===== src/rtl/clk_div_monitor.sv =====
// Period/high-time checker for a divided clock or strobe sampled in the fast clk domain.
// Optional err_cnt output enabled by defining CLK_DIV_MON_ERRCNT_EN.
module clk_div_monitor #(
  parameter int unsigned EXP_PERIOD = 10,
  parameter int unsigned EXP_HIGH   = 4,
  parameter int unsigned TOL        = 0,
  parameter int unsigned LOCK_CNT   = 4,
  parameter int unsigned CNT_W      = 8
) (
  input  logic             clk,
  input  logic             rst,
  input  logic             enable,
  input  logic             div_in,
  input  logic             err_clr,
  output logic [CNT_W-1:0] period_o,
  output logic [CNT_W-1:0] high_o,
  output logic             meas_valid,
  output logic             locked,
  output logic             err
`ifdef CLK_DIV_MON_ERRCNT_EN
  ,
  output logic [7:0]       err_cnt
`endif
);

  localparam logic [CNT_W-1:0] CntMax = '1;
  localparam int unsigned      GoodW  = $clog2(LOCK_CNT + 1);
  localparam logic [CNT_W:0]   ExpPer = (CNT_W + 1)'(EXP_PERIOD);
  localparam logic [CNT_W:0]   ExpHi  = (CNT_W + 1)'(EXP_HIGH);
  localparam logic [CNT_W:0]   Tol    = (CNT_W + 1)'(TOL);
  localparam logic [GoodW-1:0] GoodLast = GoodW'(LOCK_CNT - 1);

  typedef enum logic [1:0] {StIdle, StWaitEdge, StMeasure, StLocked} state_e;

  state_e           state_q;
  logic             d_q;
  logic [CNT_W-1:0] per_cnt;
  logic [CNT_W-1:0] hi_cnt;
  logic [GoodW-1:0] good_cnt;

  logic           rise;
  logic           active;
  logic           timeout;
  logic           match;
  logic           err_event;
  logic [CNT_W:0] per_ext;
  logic [CNT_W:0] hi_ext;
  logic [CNT_W:0] per_diff;
  logic [CNT_W:0] hi_diff;

  always_comb begin
    rise     = div_in & ~d_q;
    active   = enable && (state_q == StMeasure || state_q == StLocked);
    timeout  = active && (per_cnt == CntMax);
    per_ext  = {1'b0, per_cnt};
    hi_ext   = {1'b0, hi_cnt};
    per_diff = (per_ext >= ExpPer) ? per_ext - ExpPer : ExpPer - per_ext;
    hi_diff  = (hi_ext >= ExpHi) ? hi_ext - ExpHi : ExpHi - hi_ext;
    match    = (per_diff <= Tol) && (hi_diff <= Tol);
    err_event = timeout || (active && !timeout && rise && !match && state_q == StLocked);
  end

  always_ff @(posedge clk) begin
    if (rst) begin
      state_q    <= StIdle;
      d_q        <= 1'b0;
      per_cnt    <= '0;
      hi_cnt     <= '0;
      good_cnt   <= '0;
      period_o   <= '0;
      high_o     <= '0;
      meas_valid <= 1'b0;
      locked     <= 1'b0;
      err        <= 1'b0;
`ifdef CLK_DIV_MON_ERRCNT_EN
      err_cnt    <= 8'd0;
`endif
    end else begin
      d_q        <= div_in;
      meas_valid <= 1'b0;

      // Set wins over clear when both happen in one cycle.
      if (err_event) err <= 1'b1;
      else if (err_clr) err <= 1'b0;

`ifdef CLK_DIV_MON_ERRCNT_EN
      if (err_clr) err_cnt <= err_event ? 8'd1 : 8'd0;
      else if (err_event && err_cnt != 8'hFF) err_cnt <= err_cnt + 1'b1;
`endif

      if (!enable) begin
        state_q  <= StIdle;
        locked   <= 1'b0;
        per_cnt  <= '0;
        hi_cnt   <= '0;
        good_cnt <= '0;
      end else begin
        unique case (state_q)
          StIdle: state_q <= StWaitEdge;
          StWaitEdge: begin
            if (rise) begin
              per_cnt <= CNT_W'(1);
              hi_cnt  <= CNT_W'(1);
              state_q <= StMeasure;
            end
          end
          StMeasure, StLocked: begin
            if (timeout) begin
              state_q  <= StWaitEdge;
              locked   <= 1'b0;
              good_cnt <= '0;
              per_cnt  <= '0;
              hi_cnt   <= '0;
            end else begin
              // per_cnt < CntMax here, so the increment cannot wrap.
              per_cnt <= rise ? CNT_W'(1) : per_cnt + 1'b1;
              if (rise) hi_cnt <= CNT_W'(1);
              else if (div_in && hi_cnt != CntMax) hi_cnt <= hi_cnt + 1'b1;

              if (rise) begin
                meas_valid <= 1'b1;
                period_o   <= per_cnt;
                high_o     <= hi_cnt;
                if (match) begin
                  if (state_q == StMeasure) begin
                    if (good_cnt == GoodLast) begin
                      state_q <= StLocked;
                      locked  <= 1'b1;
                    end else begin
                      good_cnt <= good_cnt + 1'b1;
                    end
                  end
                end else begin
                  good_cnt <= '0;
                  locked   <= 1'b0;
                  state_q  <= StMeasure;
                end
              end
            end
          end
          default: state_q <= StIdle;
        endcase
      end
    end
  end

endmodule


===== config.mk =====
export PLATFORM = sky130hd
export DESIGN_NAME = clk_div_monitor
export DESIGN_NICKNAME = d
export VERILOG_FILES = /design/src/rtl/clk_div_monitor.sv
export SDC_FILE = /design/constraint.sdc
export NUM_CORES = 1
export LEC_CHECK = 0
export ABC_AREA = 1
export CORE_ASPECT_RATIO = 1.4
export CORE_MARGIN = 8
export CORE_UTILIZATION = 55
export CTS_BUF_LIST = sky130_fd_sc_hd__clkbuf_4 sky130_fd_sc_hd__clkbuf_8
export CTS_CLUSTER_SIZE = 14
export DETAILED_ROUTE_END_ITERATION = 10
export PLACE_DENSITY = 0.77
export SYNTH_ARGS = -nofsm -noshare
export SYNTH_HDL_FRONTEND = slang
export SYNTH_SLANG_ARGS = --single-unit

===== constraint.sdc =====
create_clock -name clk -period 4.7 [get_ports clk]
set_input_delay 0.94 -clock clk [delete_from_list [all_inputs] [get_ports clk]]
set_output_delay 0.94 -clock clk [all_outputs]
set_load 0.1 [all_outputs]

==> results of run 1 <==
critical path, cell delays in order:
cell	delay, ns
clkdlybuf4s50_1	0.48
inv_1	0.06
nor2_2	0.24
inv_1	0.12
nor2_1	0.18
nand3_1	0.12
inv_1	0.61
o21ai_0	0.18
a21oi_1	0.15
cell type report:
class	instances	share of cell area
multi-input cells	281	0.523
flip-flops and latches	41	0.275
repair buffers	23	0.0771
inverters	53	0.0691
well taps	64	0.0268
clock buffers	6	0.0255
clock inverters	2	0.00335
layer usage:
| layer | share of wire | GRT usage | wire length [um] | up-vias |
|---|---|---|---|---|
| met3 | 0.019 | 0.0256 | 122 | 10 |
| met5 | 0 | 0 | 0 | - |
| met2 | 0.54 | 0.339 | 3450 | 35 |
| li1 | - | - | - | 1298 |
| met1 | 0.42 | 0.202 | 2670 | 1154 |
| met4 | 0.020 | 0.0773 | 130 | 0 |
power by group through the flow:
stage / Combinational, mW / Sequential, mW / Clock, mW
floorplan: 0.0238 / 0.365 / 0
global placement: 0.0407 / 0.360 / 0
detailed placement: 0.0410 / 0.360 / 0
CTS: 0.0414 / 0.352 / 0.236
global route: 0.0458 / 0.352 / 0.248
finish: 0.0415 / 0.352 / 0.234
state kept, by name, summed over array words and instances, names as in the netlist:
signal      flops
d_q             1
meas_valid      1
hi_cnt          8
state_q         2
per_cnt         8
err             1
locked          1
good_cnt        3
period_o        8
high_o          8
worst min path at each step:
stage	from	slack, ns	end	cells after the start
2_1_floorplan	good_cnt[2]	0.45	good_cnt[2]	2
3_3_place_gp	locked	0.46	locked	2
3_5_place_dp	good_cnt[2]	0.46	good_cnt[2]	2
4_1_cts	good_cnt[2]	0.47	good_cnt[2]	2
5_1_grt	good_cnt[2]	0.50	good_cnt[2]	2
6_report	good_cnt[2]	0.47	good_cnt[2]	2
layout by cell type, fill, tap and decap left out, types with 13 or more instances in the layout:
cell type | synthesis | layout
nand3_1 | 22 | 22
nand2_1 | 80 | 80
a21oi_1 | 27 | 27
ha_1 | 14 | 14
clkdlybuf4s50_1 | 0 | 23
inv_1 | 43 | 43
nand4_1 | 13 | 13
dfxtp_1 | 41 | 41
o21ai_0 | 21 | 21
nor2_1 | 49 | 49
cells by family (layout without fill, tap and decap cells):
kind of cell | count (synthesis) | in the layout | synth area share
compound gates | 68 | 68 | 0.155
xor+xnor | 5 | 5 | 0.0166
fa+ha+maj | 14 | 14 | 0.0662
buf+inv | 61 | 84 | 0.0984
flops | 41 | 41 | 0.310
simple gates | 194 | 194 | 0.354
==> impl_results.md, run 1 <==
* Status: completed
* WP data required at approximately 4.9 ns
* Post-DR vias/cell at roughly 5.3
* Unrepaired setup endpoints after global routing: no
* Synth area leader: dfxtp_1
* GP Congestion at 0.884
* Largest net degree at the start of global routing at 34
* Placed Area at 2900 um2
* Setup TNS at 0 ns
* Main flop type after synthesis: dfxtp_1
* R2r endpoint: good_cnt[0]
* Worst Setup Start Kind: primary input
* Final instance area at 2990 um2
* Register area share after synthesis at 0.310
* Placed insts at around 460
* Synthesis Warnings at 0
* CTS Root Cell: clkbuf_8
* Storage cell area at between 800 and 900 um2
* Post-Synthesis Cells at 383
* Worst-skew pair later-pin latency at 0.30 ns
* Post-synth cell types at 43
* Post-synth EDFFs at 0
* Int Pwr at 0.471 mW
* Clk sink count at about 40
* Final nets at 424
* Final Cycle Share at 0.608
* DRT iter0 DRCs at 151
* Logic gate share of total power at 0.066
* Fill count at 471
* CP arrival at 3.08 ns
* Switching share of power at 0.250
* R2R setup slack at 2.49 ns
* Worst min path class: register to register
* Yosys reg bits at just over 40
* Final ANT Viol Nets at 0
* Row count at 30
* Hpwl dp at 4880 um
* P_sw at 0.157 mW
* CTS max path bufs at 2
* Top-area cell type share of the netlist area at 0.310
* Post-CTS setup buffers at 0
* Total wire length at 6380 um
* Port Buffers at 23
* TritonCTS clock tree: built
* Post-synth top cells: 80 x nand2_1, 49 x nor2_1, 43 x inv_1
* Total die area at 7320 um2
* Worst relative slew slack at 0.343
* Total core area at 4730 um2
* First-pass GRT wire length at 10900 um
* CTS Hold Bufs at 0
* Area grow syn2layout at 13.0%
* Sequential Power Share at 0.561
* Total Routing Usage GR at 0.186
* Largest cells by area after synthesis: dfxtp_1 31%, nand2_1 11%, nor2_1 7.0%
* Core Util, Final at 0.632
* Vias in the first global route at 2425
* Setup Skew at 0.00304 ns
* Fmax at 0.350 GHz
* Critical R2R Launch: hi_cnt[2]
* Die Y-Extent at just under 100 um
* Crit path to: period_o[2]
* Highest ir drop seen on vdd at 0.000265 V
* FF-to-FF path depth at 15
* Initial Util at 0.559
* Final hold viol count at 0
* Post-Syn Area at 2650 um2
* Fin cells at 470
* Leak Pwr at around 1.3 nW
* Overflow after GRT at 0
* Final setup fails at 0
* Total power at 0.628 mW
* Avg Cell Area, Syn at 6.91 um2
* Setup ws final at 1.84 ns
* Max-Cap Viols at 0
* Mapped Nets at 402
* Power per Cell Area at 210 nW/um2
* Minimum clock period at 2.86 ns
* Layout cell share with drive strength beyond 1 at 0.113
* Crit path from: div_in
* Worst-Margin Slew at 0.982 ns
* Die X at 74.6 um
* Worst-path clk slew at 0.08 ns
* Post-CTS resize count at 0
* Initial antenna violation count at 0
* # diodes at 0
* Num CTS Buffers at 5
* Htree depth at 2
* Pre-antenna DRT Iters at 4
* # DRC at 0
* Final slew viol count at 0
* Footprint of the multi-input gates at 1560 um2
* CP endpoint kind: register
* Critical path class: primary input to register
* Ports at 24
* Dpl ws at between 1.5 and 2 ns
* Wire per inst at 13.6 um
* Top-count cell post-synth: nand2_1
* Clock Power Share at 0.373
* Crit Path Max Fanout at 33
* Vias at 2497
* Asr flop ratio synth at 0
* Hold WS at 0.469 ns
(Power assumes the default switching activity.)
==> run 2: changes to the inputs <==
clock period = 2.8 ns   (was 4.7 ns; I/O delays follow)
==> impl_results.md, run 2 (same netlist as run 1, synthesis figures left out) <==
* Worst relative slew slack at 0.713
* Pre-antenna DRT Iters at 4
* Hpwl dp at 4960 um
* CP arrival at 2.47 ns
* Final hold viol count at 0
* Total Routing Usage GR at 0.186
* Final slew viol count at 0
* WP data required at 3.04 ns
* Num CTS Buffers at 5
* Post-CTS resize count at 0
* Unrepaired setup endpoints after global routing: no
* Commonest non-fill, non-tap cell in the layout: nand2_1
* Worst Setup Start Kind: register
* Post-CTS setup buffers at 0
* Overflow after GRT at 0
* Final nets at 428
* Area grow syn2layout at 13.6%
* Htree depth at 2
* Initial antenna violation count at 0
* Final instance area at 3000 um2
* First-pass GRT wire length at about 11000 um
* Total die area at 7320 um2
* CTS Root Cell: clkbuf_8
* Die Y-Extent at 98.1 um
* Crit Path Max Fanout at 9
* Max-Cap Viols at 0
* Critical path class: register to register
* Placed Area at approximately 2900 um2
* Worst-Margin Slew at 0.426 ns
* Port Buffers at 23
* Commonest non-fill, non-tap cells in the layout: 80 x nand2_1, 49 x nor2_1, 43 x inv_1, 41 x dfxtp_1, 27 x a21oi_1
* CTS max path bufs at 2
* Status: completed
* Minimum clock period at 2.23 ns
* Post-DR vias/cell at 5.32
* Vias in the first global route at roughly 2500
* CTS Hold Bufs at 0
* Placed insts at 466
* Final ANT Viol Nets at 0
* Worst-path clk slew at roughly 0.08 ns
* Setup Skew at 0.00858 ns
* Clk sink count at 41
* Vias at 2521
* Setup ws final at 0.569 ns
* # DRC at 0
* Fmax at 0.448 GHz
* Fin cells at 474
* Final setup fails at 0
* Ports at 24
* Initial Util at 0.559
* Highest ir drop seen on vdd at 0.000249 V
* Total wire length at roughly 6300 um
* Worst-skew pair later-pin latency at 0.29 ns
* Total core area at ~4700 um2
* Core Util, Final at 0.635
* Worst min path class: register to register
* Largest net degree at the start of global routing at 34
* Layout cell share with drive strength beyond 1 at 0.168
* # diodes at 0
* DRT iter0 DRCs at 133
* Power per Cell Area at 388 nW/um2
* Final Cycle Share at 0.797
* Die X at 74.6 um
* Setup TNS at 0 ns
* Fill count at 480
* Wire per inst at between 10 and 15 um
* Dpl ws at 0.341 ns
* Leak Pwr at 1.36 nW
* TritonCTS clock tree: built
* CP endpoint kind: register
* Row count at 30
* GP Congestion at 0.900
[run 2: cell count changes in the layout (fill, tap and decap cells not counted), sizes merged]
cell,change
clkdlybuf4s50,-19
clkbuf,+1
buf,+23
bufinv,+1
clkinv,-2
[run 2: critical path, stage by stage, from the launching register on]
cell     delay (ns)
dfxtp_1        0.43
inv_2          0.14
ha_1           0.32
inv_1          0.10
nor2_1         0.07
nand3_1        0.10
nand3_1        0.09
nor2_1         0.19
nand2_1        0.07
nor2_1         0.10
nand3_1        0.07
nor2_1         0.18
nand4_1        0.12
nand2_1        0.07
nand2_1        0.04
nor2_1         0.07
[run 2: metal layers]
layer  share of wire  global-route usage  vias to the layer above
li1                -                   -                     1308
met1            0.41               0.196                     1160
met2            0.54               0.334                       36
met3           0.023              0.0287                       17
met4           0.029              0.0970                        0
met5               0                   0                        -
[run 2: final timing paths]
check / slack [ns] / start / endpoint / cells past startpoint
min reg2reg: 0.46 / locked / locked / 2
max reg2reg: 0.57 / hi_cnt[2] / good_cnt[0] / 15
min: 0.46 / locked / locked / 2
max: 0.57 / hi_cnt[2] / good_cnt[0] / 15
[run 2: per-stage QoR]
step / hold slack (ns) / power [mW]
after floorplan: 0.449 / 0.653
after global placement: 0.455 / 0.677
after detailed placement: 0.456 / 0.677
after CTS: 0.466 / 1.18
after global routing: 0.489 / 1.21
final: 0.464 / 1.17
[run 2: final cells by class]
cell class              instances  area [um2]  area share
repair buffers                 27         213      0.0708
flip-flops and latches         41         821       0.273
well taps                      64        80.1      0.0267
multi-input cells             281        1560       0.521
inverters                      53         206      0.0687
clock buffers                   7        90.1      0.0300
clock inverters                 1        30.0      0.0100
[run 2: power by group]
group	internal (mW)	switching, mW	leakage, nW
clock network	0.300	0.203	0.0619
logic	0.0227	0.0498	0.965
registers	0.587	0.00402	0.331
==> run 3: changes to the inputs <==
CORE_UTILIZATION = 54   (was 55)
PLACE_DENSITY = 0.79   (was 0.77)
clock period = 2.05 ns   (was 2.8 ns; I/O delays follow)
==> impl_results.md, run 3 (same netlist as run 1, synthesis figures left out) <==
* Worst relative slew slack at 0.725
* Final setup fails at 0
* Num CTS Buffers at 5
* P_sw at roughly 0.37 mW
* Switching share of power at 0.226
* Critical path buffer and inverter count at 2
* Peak per-stage delay on the critical path at 0.33 ns
* Sink of the worst hold path: locked
* Hpwl dp at 5320 um
* R2R setup slack at 0.07 ns
* Final hold viol count at 0
* Max-Cap Viols at 0
* Commonest non-fill, non-tap cell in the layout: nand2_1
* Worst-Margin Slew at 0.411 ns
* Initial Util at 0.555
* Final ANT Viol Nets at 0
* Int Pwr at 1.25 mW
* Total wire length at about 7700 um
* Critical path class: register to register
* Wire per inst at 15.2 um
* Setup ws final at 0.0681 ns
* Storage cell area at between 800 and 900 um2
* Met3 Wirelength at 301 um
* Final nets at 460
* Critical path's most frequent cell: nand2_1
* Worst min path class: register to register
* Met1 WL at 2950 um
* DRT iter0 DRCs at 220
* Fill count at 375
* Highest metal used: met4
* Logic gate share of total power at 0.075
* R2r endpoint: state_q[0]
* FF-to-FF path depth at 16
* Highest ir drop seen on vdd at 0.000355 V
* Vias in the first global route at approximately 2600
* Worst-path clk slew at about 0.080 ns
* Area grow syn2layout at 31.0%
* Layout cell share with drive strength beyond 1 at 0.337
* Final Cycle Share at 0.967
* Leak Pwr at 1.54 nW
* Crit path cell chain: inv_1 > ha_2 > nand2_1 > inv_1 > nand2_1 > nor2_1 > nand3_1 > nor2_4 > nand2_1 > nor2_2 > nand3_1 > nor2_2 > o21ai_0 > nand2_1 > nand2_1 > nor2_1
* Row count at 30
* Clock Power Share at 0.428
* TritonCTS clock tree: built
* Clk sink count at 41
* Worst-skew pair later-pin latency at 0.29 ns
* CTS Root Cell: clkbuf_8
* Met2 Wirelength at 4120 um
* Crit path from: per_cnt[0]
* Footprint of the multi-input gates at 1750 um2
* Minimum clock period at ~2.0 ns
* # diodes at 0
* Pre-antenna DRT Iters at 7
* Total die area at 7430 um2
* Final slew viol count at 0
* Initial antenna violation count at 0
* Status: completed
* # DRC at 0
* CTS max path bufs at 2
* Dpl ws at -0.0137 ns
* Port Buffers at 23
* Largest net degree at the start of global routing at 33
* Hold Path Cell Cnt at 2
* Setup Skew at 0.00865 ns
* Unrepaired setup endpoints after global routing: yes
* Overflow after GRT at 0
* CP arrival at 2.21 ns
* CP endpoint kind: register
* Power per Cell Area at 467 nW/um2
* First-pass GRT wire length at roughly 12000 um
* GP Congestion at 0.913
* Placed insts at approximately 490
* Vias at 2769
* CP top delay family: simple AND/OR/NAND/NOR gates
* Post-DR vias/cell at 5.47
* WP data required at around 2.3 ns
* Fmax at 0.505 GHz
* Setup TNS at 0 ns
* Slowest CP cell: dfxtp_1
* Critical R2R Launch: per_cnt[0]
* CTS Hold Bufs at 0
* Htree depth at 2
* Sequential Power Share at 0.497
* Worst Setup Start Kind: register
* Total core area at ~4800 um2
* Fin cells at 506
* Total Routing Usage GR at 0.199
* Ports at 24
* Die X at 75.2 um
* Commonest non-fill, non-tap cells in the layout: 70 x nand2_1, 53 x buf_4, 41 x nor2_1, 37 x inv_1, 33 x dfxtp_1
* Die Y-Extent at 98.8 um
* Crit Path Max Fanout at 3
* Hold Startpoint: locked
-- run 3: power by group through the flow --
stage	logic (mW)	clock network [mW]	registers [mW]
after floorplan	0.0545	0	0.837
after global placement	0.112	0	0.825
after detailed placement	0.114	0	0.825
after CTS	0.116	0.700	0.806
after global routing	0.130	0.732	0.806
final	0.121	0.693	0.806
-- run 3: timing repair --
item / in CTS / in global routing
resized for setup: 4 / 63
buffers inserted: 0 / 4
pin swaps: 2 / 17
setup endpoints to repair: 4 / 18
-- run 3: metal layers --
layer | vias up | track usage
met5 | - | 0
met4 | 0 | 0.105
met3 | 34 | 0.0264
met2 | 111 | 0.362
met1 | 1249 | 0.207
li1 | 1375 | -
-- run 3: stage by stage --
step                      hold WS, ns  instance area, um2  power [mW]  utilization
final                           0.464                3470        1.62        0.727
after global routing            0.491                3470        1.67        0.727
after CTS                       0.467                3240        1.62        0.680
after detailed placement        0.456                3110       0.939        0.652
after global placement          0.458                3110       0.937        0.652
after floorplan                 0.449                2650       0.892            -
-- run 3: how the worst max path moves through the flow --
| stage | to | slack (ns) | depth (start not counted) |
|---|---|---|---|
| final | state_q[0] | 0.07 | 16 |
| after global routing | state_q[0] | -0.13 | 16 |
| after CTS | good_cnt[1] | 0.003 | 13 |
| after detailed placement | good_cnt[1] | -0.01 | 13 |
| after global placement | hi_cnt[6] | 0.04 | 9 |
| after floorplan | good_cnt[1] | 0.19 | 13 |
-- run 3: area by class of cell --
| type | instances | area share |
|---|---|---|
| tap | 64 | 0.0231 |
| sequential | 41 | 0.240 |
| clock buffer | 7 | 0.0260 |
| clock inverter | 1 | 0.00866 |
| multi-input combinational | 281 | 0.505 |
| timing repair buffer | 59 | 0.135 |
| inverter | 53 | 0.0610 |
-- run 3: tightest hold or removal path, stage by stage (launching register included) --
cell,delay [ns]
dfxtp_1,0.32
nand2_1,0.06
a21oi_1,0.05
